--- src/rtl/spi_bridge_defs.sv ---
// Shared definitions for the SPI-to-register bridge.
// Frame layout constants and FSM state encodings.
package spi_bridge_defs;

  localparam int CMD_WR_BIT    = 7;
  localparam int CMD_BURST_BIT = 6;
  localparam int CMD_BITS      = 8;
  localparam int ADDR_BITS     = 8;
  localparam int CNT_W         = 5;

  typedef enum logic [2:0] {
    ST_WAIT_CS,
    ST_IDLE,
    ST_CMD,
    ST_ADDR,
    ST_DATA
  } state_t;

  function automatic logic in_frame(state_t s);
    return s inside {ST_CMD, ST_ADDR, ST_DATA};
  endfunction

endpackage

--- src/rtl/spi_reg_bridge_if.sv ---
// Register-bus port between the SPI bridge and the config block.
// The bridge is master; the register file is slave.
interface spi_reg_bridge_if #(
  parameter int ADDR_W = 8,
  parameter int DATA_W = 16
);

  logic              reg_ce;
  logic              reg_we;
  logic [ADDR_W-1:0] reg_addr;
  logic [DATA_W-1:0] reg_wdata;
  logic [DATA_W-1:0] reg_rdata;

  modport master (
    output reg_ce,
    output reg_we,
    output reg_addr,
    output reg_wdata,
    input  reg_rdata
  );

  modport slave (
    input  reg_ce,
    input  reg_we,
    input  reg_addr,
    input  reg_wdata,
    output reg_rdata
  );

endinterface

--- src/rtl/spi_pin_sync.sv ---
// Synchroniser chain for one async SPI pin, with edge pulses.
// Chain and edge history reset low so reset never fakes a CS fall.
module spi_pin_sync #(
  parameter int STAGES = 2
) (
  input  logic CLK,
  input  logic rst,
  input  logic pin,
  output logic level,
  output logic rise,
  output logic fall
);

  logic [STAGES-1:0] sr;
  logic              prev;

  always_ff @(posedge CLK) begin
    if (rst) begin
      sr   <= '0;
      prev <= 1'b0;
    end else begin
      sr   <= {sr[STAGES-2:0], pin};
      prev <= sr[STAGES-1];
    end
  end

  assign level = sr[STAGES-1];
  assign rise  = level & ~prev;
  assign fall  = ~level & prev;

endmodule

--- src/rtl/spi_reg_bridge.sv ---
// SPI mode-0 slave to register-bus bridge, fully oversampled on CLK.
// Decodes cmd/addr/data frames; single and auto-increment burst access.
module spi_reg_bridge
  import spi_bridge_defs::*;
#(
  parameter int ADDR_W      = 8,
  parameter int DATA_W      = 16,
  parameter int SYNC_STAGES = 2
) (
  input  logic             CLK,
  input  logic             rst,
  input  logic             spi_cs,
  input  logic             spi_sck,
  input  logic             spi_mosi,
  output logic             spi_miso,
  spi_reg_bridge_if.master reg_bus,
  output logic             busy,
  output logic             frame_abort
);

  localparam logic [CNT_W-1:0] CMD_LAST  = CNT_W'(CMD_BITS - 1);
  localparam logic [CNT_W-1:0] ADDR_LAST = CNT_W'(ADDR_BITS - 1);
  localparam logic [CNT_W-1:0] WORD_LAST = CNT_W'(DATA_W - 1);

  state_t state_q, state_d;

  logic cs_q, cs_rise, cs_fall;
  logic sck_q, sck_rise, sck_fall;
  logic [SYNC_STAGES-1:0] mosi_sr;
  logic mosi_q;

  logic [CNT_W-1:0]  bit_cnt;
  logic [DATA_W-1:0] rx_sr, rx_next, tx_sr;
  logic [DATA_W-1:0] wdata_q;
  logic [ADDR_W-1:0] addr_q, addr_inc, ra_q;
  logic wr_q, burst_q, first_q, miso_q;
  logic ce_q, we_q, rd_pend, abort_q;
  logic shift_en, cmd_done, addr_done, word_done, abort;

  spi_pin_sync #(.STAGES(SYNC_STAGES)) u_cs_sync (
    .CLK   (CLK),
    .rst   (rst),
    .pin   (spi_cs),
    .level (cs_q),
    .rise  (cs_rise),
    .fall  (cs_fall)
  );

  spi_pin_sync #(.STAGES(SYNC_STAGES)) u_sck_sync (
    .CLK   (CLK),
    .rst   (rst),
    .pin   (spi_sck),
    .level (sck_q),
    .rise  (sck_rise),
    .fall  (sck_fall)
  );

  always_ff @(posedge CLK) begin
    if (rst) mosi_sr <= '0;
    else     mosi_sr <= {mosi_sr[SYNC_STAGES-2:0], spi_mosi};
  end

  assign mosi_q   = mosi_sr[SYNC_STAGES-1];
  assign rx_next  = {rx_sr[DATA_W-2:0], mosi_q};
  assign addr_inc = addr_q + ADDR_W'(1);

  always_ff @(posedge CLK) begin
    if (rst) state_q <= ST_WAIT_CS;
    else     state_q <= state_d;
  end

  always_comb begin
    state_d   = state_q;
    cmd_done  = 1'b0;
    addr_done = 1'b0;
    word_done = 1'b0;
    abort     = 1'b0;
    shift_en  = sck_rise && in_frame(state_q) && !cs_rise;
    unique case (state_q)
      ST_WAIT_CS: if (cs_q) state_d = ST_IDLE;
      // mode 0: a frame only starts with SCK idling low
      ST_IDLE:    if (cs_fall && !sck_q) state_d = ST_CMD;
      ST_CMD: begin
        if (shift_en && bit_cnt == CMD_LAST) begin
          cmd_done = 1'b1;
          state_d  = ST_ADDR;
        end
      end
      ST_ADDR: begin
        if (shift_en && bit_cnt == ADDR_LAST) begin
          addr_done = 1'b1;
          state_d   = ST_DATA;
        end
      end
      ST_DATA: begin
        if (shift_en && bit_cnt == WORD_LAST) word_done = 1'b1;
      end
      default: state_d = ST_WAIT_CS;
    endcase
    if (cs_rise) begin
      state_d = ST_IDLE;
      abort   = (state_q == ST_DATA) && (bit_cnt != '0);
    end
  end

  always_ff @(posedge CLK) begin
    if (rst) begin
      bit_cnt <= '0;
      rx_sr   <= '0;
      tx_sr   <= '0;
      wdata_q <= '0;
      addr_q  <= '0;
      ra_q    <= '0;
      wr_q    <= 1'b0;
      burst_q <= 1'b0;
      first_q <= 1'b0;
      miso_q  <= 1'b0;
      ce_q    <= 1'b0;
      we_q    <= 1'b0;
      rd_pend <= 1'b0;
      abort_q <= 1'b0;
    end else begin
      ce_q    <= 1'b0;
      we_q    <= 1'b0;
      rd_pend <= ce_q & ~we_q;
      abort_q <= abort;
      if (shift_en) begin
        rx_sr   <= rx_next;
        bit_cnt <= (cmd_done | addr_done | word_done) ?
                   '0 : bit_cnt + CNT_W'(1);
      end
      if (sck_fall && !cs_rise) begin
        if (state_q == ST_DATA) begin
          miso_q <= tx_sr[DATA_W-1];
          tx_sr  <= {tx_sr[DATA_W-2:0], 1'b0};
        end else begin
          miso_q <= 1'b0;
        end
      end
      if (rd_pend) tx_sr <= reg_bus.reg_rdata;
      if (cmd_done) begin
        wr_q    <= rx_next[CMD_WR_BIT];
        burst_q <= rx_next[CMD_BURST_BIT];
      end
      if (addr_done) begin
        addr_q  <= rx_next[ADDR_W-1:0];
        first_q <= 1'b1;
        if (!wr_q) begin
          ce_q <= 1'b1;
          ra_q <= rx_next[ADDR_W-1:0];
        end
      end
      if (word_done) begin
        first_q <= 1'b0;
        if (burst_q) addr_q <= addr_inc;
        if (wr_q && (first_q || burst_q)) begin
          ce_q    <= 1'b1;
          we_q    <= 1'b1;
          ra_q    <= addr_q;
          wdata_q <= rx_next;
        end
        // read burst prefetches so data is ready before the next fall
        if (!wr_q && burst_q) begin
          ce_q <= 1'b1;
          ra_q <= addr_inc;
        end
      end
      if (state_q == ST_IDLE) begin
        bit_cnt <= '0;
        rx_sr   <= '0;
        tx_sr   <= '0;
        miso_q  <= 1'b0;
        wr_q    <= 1'b0;
        burst_q <= 1'b0;
        first_q <= 1'b0;
      end
    end
  end

  assign reg_bus.reg_ce    = ce_q;
  assign reg_bus.reg_we    = we_q;
  assign reg_bus.reg_addr  = ra_q;
  assign reg_bus.reg_wdata = wdata_q;
  assign spi_miso          = miso_q;
  assign busy              = in_frame(state_q);
  assign frame_abort       = abort_q;

endmodule

--- src/flat_wrapper.sv ---
// flat-port wrapper written by rule: the top's interface ports become plain ports
module spi_reg_bridge_flat import spi_bridge_defs::*;
#(
  parameter int ADDR_W      = 8,
  parameter int DATA_W      = 16,
  parameter int SYNC_STAGES = 2
)
  (CLK, rst, spi_cs, spi_sck, spi_mosi, spi_miso, busy, frame_abort, reg_bus_reg_ce, reg_bus_reg_we, reg_bus_reg_addr, reg_bus_reg_wdata, reg_bus_reg_rdata);
  spi_reg_bridge_if #(.ADDR_W(ADDR_W), .DATA_W(DATA_W)) reg_bus_i ();
  input  logic CLK;
  input  logic rst;
  input  logic spi_cs;
  input  logic spi_sck;
  input  logic spi_mosi;
  output logic spi_miso;
  output logic busy;
  output logic frame_abort;
  output wire logic [$bits(reg_bus_i.reg_ce)-1:0] reg_bus_reg_ce;
  output wire logic [$bits(reg_bus_i.reg_we)-1:0] reg_bus_reg_we;
  output wire logic [$bits(reg_bus_i.reg_addr)-1:0] reg_bus_reg_addr;
  output wire logic [$bits(reg_bus_i.reg_wdata)-1:0] reg_bus_reg_wdata;
  input wire logic [$bits(reg_bus_i.reg_rdata)-1:0] reg_bus_reg_rdata;
  assign reg_bus_reg_ce = reg_bus_i.reg_ce;
  assign reg_bus_reg_we = reg_bus_i.reg_we;
  assign reg_bus_reg_addr = reg_bus_i.reg_addr;
  assign reg_bus_reg_wdata = reg_bus_i.reg_wdata;
  assign reg_bus_i.reg_rdata = reg_bus_reg_rdata;
  spi_reg_bridge #(.ADDR_W(ADDR_W), .DATA_W(DATA_W), .SYNC_STAGES(SYNC_STAGES)) u_core (.CLK(CLK), .rst(rst), .spi_cs(spi_cs), .spi_sck(spi_sck), .spi_mosi(spi_mosi), .spi_miso(spi_miso), .reg_bus(reg_bus_i), .busy(busy), .frame_abort(frame_abort));
endmodule
--- config.mk ---
export PLATFORM = sky130hd
export DESIGN_NAME = spi_reg_bridge_flat
export DESIGN_NICKNAME = d
export VERILOG_FILES = /design/src/rtl/spi_bridge_defs.sv /design/src/rtl/spi_reg_bridge_if.sv /design/src/rtl/spi_pin_sync.sv /design/src/rtl/spi_reg_bridge.sv /design/src/flat_wrapper.sv
export SDC_FILE = /design/constraint.sdc
export NUM_CORES = 1
export LEC_CHECK = 0
export ABC_AREA = 0
export BUFFER_PORTS_ARGS = -buffer_cell sky130_fd_sc_hd__buf_2
export CAP_MARGIN = 15
export CORE_MARGIN = 8
export CORE_UTILIZATION = 45
export DETAILED_ROUTE_END_ITERATION = 12
export SYNTH_ARGS = -nofsm -noshare
export SYNTH_HDL_FRONTEND = slang
export SYNTH_SLANG_ARGS = --single-unit
--- constraint.sdc ---
create_clock -name CLK -period 2.8 [get_ports CLK]
set_input_delay 0.14 -clock CLK [delete_from_list [all_inputs] [get_ports CLK]]
set_output_delay 0.14 -clock CLK [all_outputs]
set_load 0.05 [all_outputs]
Yosys cells after proc, flatten, opt, wreduce, memory -nomap -nowiden
Cells that the tools add are included.

operators by class
  reduce and logical (&&, ||, !) cells = 27
  $add $sub $neg = 2
  eq/ne operators = 15
  multiplexer cells = 30
  bitwise logic cells = 15

operators with widths
  cell                 number
  $mux 8               8
  $mux 16              3
  $pmux 3 s5           1
  $mux 1               13
  $mux 3               4
  $reduce_and 5->1     2
  $logic_and 1x1->1    9
  $ne 3x1->1 const B   3
  $add 8x1->8 const B  1
  $ne 2x1->1 const B   4
  $not 1->1            8
  $reduce_or 2->1      4
  $eq 3x2->1 const B   2
  $add 5x1->5 const B  1
  $and 1x1->1          5
  $eq 5x3->1 const B   1
  $eq 5x4->1 const B   1
  $mux 5               1
  $reduce_bool 5->1    1
  $reduce_and 2->1     2
  $reduce_bool 2->1    2
  $eq 3x1->1 const B   1
  $eq 3x3->1 const B   1
  $logic_not 1->1      3
  other kinds (7)      8

word-level totals
  bits of input ports = 21
  flip-flop bits (word level) = 87

Depth between registers and ports, before layout
  depth after elaboration = 11
  mapped depth = 9
  depth with buffers taken out = 8

By module
Synthesis repeated with hierarchy kept, for this count alone.

unflattened totals
  cells, all modules = 465
  area total of the unflattened synthesis = 3,942.5 um2

by module, submodules not included
  module          cells an instance  area each (um2)  sequential area each (um2)  times used
  spi_reg_bridge  449                3,759.9          1,621.6                     1
  spi_pin_sync    8                  91.3             60.1                        2

Worst setup path before layout
Ideal clock, no wire load.

  path type = reg-to-reg
  start = register u_core.bit_cnt[0]
  end = register u_core.addr_q[0]
  setup time = 0.128 ns
  data required time = 2.672 ns
  slack = 0.778 ns
  cell stages (with the launch flop) = 9
  buffers on the path = 0
  arrival = 1.895 ns
  cell sequence = dfxtp_1 -> ha_1 -> and3_1 -> ha_1 -> nor4bb_1 -> nand4_1 -> a21boi_0 -> a211oi_1 -> nor2_1

between the ends
  longest elaborated chain between the ends = 7

ends and longest elaborated chain
  element                 line                   source
  from (decl)             spi_reg_bridge.sv:32   logic [CNT_W-1:0] bit_cnt;
  from (signal assigned)  spi_reg_bridge.sv:129  bit_cnt <= (cmd_done | addr_done | word_done) ?
  $eq 5x3->1              spi_reg_bridge.sv:90   if (shift_en && bit_cnt == ADDR_LAST) begin
  $logic_and 1x1->1       spi_reg_bridge.sv:90
  $mux 1                  spi_reg_bridge.sv:90
  $mux 1                  spi_reg_bridge.sv:79   unique case (state_q)
  $mux 8                  spi_reg_bridge.sv:145  if (addr_done) begin
  $mux 8                  spi_reg_bridge.sv:155  if (burst_q) addr_q <= addr_inc;
  $mux 8 (*)              spi_reg_bridge.sv:153  if (word_done) begin
  to (signal assigned)    spi_reg_bridge.sv:146  addr_q <= rx_next[ADDR_W-1:0];
  to (signal assigned)    spi_reg_bridge.sv:155
  to (decl)               spi_reg_bridge.sv:35   logic [ADDR_W-1:0] addr_q, addr_inc, ra_q;

Every way passes the cells marked *; elsewhere a longest branch is shown, timed or not.
A chain may end at the register's enable or synchronous reset.

Worst setup path in the final report
  start = register u_core.bit_cnt[0]
  end = register u_core.addr_q[7]

Same word-level chain as after synthesis.

==> run summary <==
Synth Area in Adders -> 1.33%
P per Cell Area -> 531 mW/mm²
Synth Area in Compound Gates -> 17.6%
Mapped Area -> 0.00377 mm²
sw frac -> 22.8%
Clock Power Share -> 41.9%
relative slew slack -> 42.7%
ANT nets after route -> 0
DIE WIDTH -> 107 µm
min-delay src -> reg_bus_reg_rdata[0]
Worst R2R Path Depth -> 6
CTS resizes -> 0
GPL Wtd Cong -> 0.863
GRT Util Overall -> 15.9%
Clock transition at path regs -> 90 ps
critical path launch point type -> register
NetSw -> 526 µW
routed vias -> 3186
die area -> 0.0116 mm²
FP Rows -> 33
CP max-delay cell -> and2_1
largest net degree at the start of global routing -> 48
Filler Cell Count -> 807
Placeable Area -> 0.00818 mm²
CP Data Required Time -> 3020 ps
Worst-Margin Slew -> 858 ps
post-CTS setup buffer count -> 0
n_diodes -> 0
HP Class -> primary input to register
setup_tns -> 0 ps
WHS -> 34.5 ps
CTS H-tree lvls -> 3
TritonCTS clock tree -> yes
Final Critical Period -> 2280 ps
DR iter-0 viols -> 167
pre-CTS WS -> 534 ps
Worst-Skew Late Latency -> 360 ps
clock root buffer -> clkbuf_8
cell internal pwr -> 1780 µW
YS warnings -> 0
final wirelength -> 9.00 mm
CP Cell Sequence -> ha_1 -> and4bb_2 -> nor4b_4 -> and2_1 -> mux2i_1 -> a211oi_1
Slew Viols, Final -> 0
Pre-antenna DRT Iters -> 4
syn_nets -> 464
xor/xnor share of the synthesized area -> 1.40%
drt wl/cell -> 15.2 µm
fmax -> 0.439 GHz
PortBufs -> 49
worst r2r src -> u_core.bit_cnt[0]$_SDFFE_PP0P_
layout cells sized above 1 -> 16.6%
commonest register cell after synthesis -> dfxtp_1
multiplexer area fraction after synthesis -> 6.91%
Seq/Total Area, Yosys -> 46.2%
initial antenna violation count -> 0
final setup vio count -> 0
Crit Path Class -> register to register
first-pass GRT wire length -> 14.7 mm
Logic pwr share -> 3.7%
cts bufs inserted -> 9
DRC -> 0
RSZ-0062 raised after global routing -> no
CP max stage delay -> 510 ps
hold path cells -> 3
Hold Buf Count CTS -> 3
Critical Path End Type -> register
Clock Skew -> 13.5 ps
largest family of logic cells by synthesized area -> simple AND/OR/NAND/NOR gates
reg2reg setup slack -> 520 ps
vias per cell -> 5.37
Initial Utilization -> 46.1%
final worst-path cycle share -> 81.4%
Area growth syn-to-layout -> 15.2%
Ports -> 50
Final Hold Fails -> 0
MaxCap Viol Count -> 0
maximum vdd drop -> 0.000334 V
Hold Path End -> u_core.tx_sr[0]$_SDFFE_PP0P_
Max Fanout on Critical Path -> 9
clk sinks -> 87
critical path startpoint -> u_core.bit_cnt[0]$_SDFFE_PP0P_
post-synthesis simple-gate area fraction -> 22.9%
vias in the first global route -> 3020
reg-to-reg endpoint -> u_core.addr_q[7]$_SDFF_PP0_
number of synthesized flops with an enable pin -> 0
Mapped Cells -> 439
Critical Path AT -> 2500 ps
placed inst area -> 0.00409 mm²
Die Y -> 107 µm
Static Leakage -> 0.00175 µW
distinct cell type count after synthesis -> 50
Reg power frac -> 54.4%
post-synthesis async set-or-reset flop share -> 0%
Setup WS post-layout -> 520 ps
Yosys reg bits -> 87
Avg Inst Size Synth -> 8.58 µm²
clock buffer depth -> 2
Final #Nets -> 509
status -> finished clean
final std cell area, no fill -> 0.00434 mm²
DP HPWL -> 5.89 mm
grt total ovfl -> 0
==> final cells by class <==
class	count	area, µm²	area share, %
clock buffers	9	124	2.85
clock inverters	6	95.1	2.19
inverters	5	18.8	0.433
multi-input cells	321	1890	43.6
flip-flops and latches	87	1740	40.1
well taps	105	131	3.03
repair buffers	60	335	7.73
==> per-stage QoR <==
step	std cells	util (%)	total power [µW]
3_3_place_gp	575	50.0	1360
2_1_floorplan	439	-	1330
4_1_cts	593	53.1	2330
3_5_place_dp	575	50.0	1360
5_1_grt	593	53.1	2390
6_report	593	53.1	2310
==> Yosys cell counts, drive strengths merged, types with 2 or more instances <==
cell type  count  share of area (%)
nand2b         8                1.4
a22oi          2               0.40
nand2         77                7.7
nand4          3               0.50
a221oi         4               0.93
inv            5               0.50
ha             4                1.3
buf            8                1.3
o22ai          4               0.66
mux2i         26                6.9
clkbuf        18                1.8
nor2b         17                2.8
nand3          9                1.2
xor2           3               0.70
a21boi         3               0.60
o21ai          8                1.1
xnor2          3               0.70
and3           4               0.66
nor3b          2               0.40
nand3b         2               0.40
a211oi        25                5.1
a21oi         50                6.6
nor4b          2               0.86
nor2          39                3.9
dfxtp         87                 46
nor3           7               0.93
nor4           2               0.50
a21o           2               0.40
==> layer usage <==
metal	vias up	part of all wire [%]	track usage, %	wire length, µm
li1	1623	-	-	-
met1	1487	49	20.9	4400
met2	64	45	24.3	4030
met3	12	4.8	3.23	434
met4	0	1.6	7.23	141
met5	-	0	0	0
==> flip-flops by register name, summed over array words and instances, names as in the netlist <==
name	cells
u_core.addr_q	8
u_core.bit_cnt	5
u_core.burst_q	1
u_core.first_q	1
u_core.frame_abort	1
u_core.mosi_sr	2
u_core.rd_pend	1
u_core.reg_bus.reg_addr	8
u_core.reg_bus.reg_ce	1
u_core.reg_bus.reg_wdata	16
u_core.reg_bus.reg_we	1
u_core.rx_sr	15
u_core.spi_miso	1
u_core.state_q	3
u_core.tx_sr	16
u_core.u_cs_sync.prev	1
u_core.u_cs_sync.sr	2
u_core.u_sck_sync.prev	1
u_core.u_sck_sync.sr	2
u_core.wr_q	1
==> worst max-delay path by stage <==
stage	endpoint	slack (ps)	cells after the start
finish	u_core.addr_q[7]$_SDFF_PP0_	520	6
global route	u_core.addr_q[1]$_SDFF_PP0_	360	6
CTS	u_core.addr_q[7]$_SDFF_PP0_	520	6
detailed placement	u_core.addr_q[7]$_SDFF_PP0_	530	6
global placement	u_core.addr_q[7]$_SDFF_PP0_	540	6
floorplan	u_core.addr_q[0]$_SDFF_PP0_	780	8
==> cells by family (layout without fill, tap and decap cells) <==
| family | after synthesis | after routing |
|---|---|---|
| xor gates and xnor gates | 6 | 6 |
| buffers and inverters | 31 | 80 |
| muxes | 26 | 26 |
| and+or+nand+nor | 179 | 179 |
| DFF | 87 | 87 |
| adders and majority gates | 4 | 4 |
| AOI/OAI and AO/OA | 106 | 106 |
==> layout by cell type, fill, tap and decap left out, types with 7 or more instances in the layout <==
| cell type | n |
|---|---|
| buf_4 | 8 |
| nor3_1 | 7 |
| nor2b_1 | 17 |
| clkbuf_8 | 9 |
| buf_2 | 49 |
| o21ai_0 | 8 |
| a21oi_1 | 50 |
| a211oi_1 | 24 |
| nor2_1 | 39 |
| nand2_1 | 76 |
| dfxtp_1 | 87 |
| nand3_1 | 9 |
| nand2b_1 | 7 |
| mux2i_1 | 26 |
==> power by group through the flow <==
stage	sequential (µW)	combinational, µW	clock [µW]
2_1_floorplan	1280	54.2	0
3_3_place_gp	1280	80.6	0
4_1_cts	1250	85.2	990
3_5_place_dp	1280	81.7	0
6_report	1250	85.0	967
5_1_grt	1260	92.5	1040
==> worst max-delay path, delay by kind of cell (launching register included) <==
family / cells / cell delay (ps)
simple gates: 3 / 1220
flops: 1 / 390
mux: 1 / 250
fa+ha+maj: 1 / 200
compound gates: 1 / 80
(Power assumes the default switching activity.)
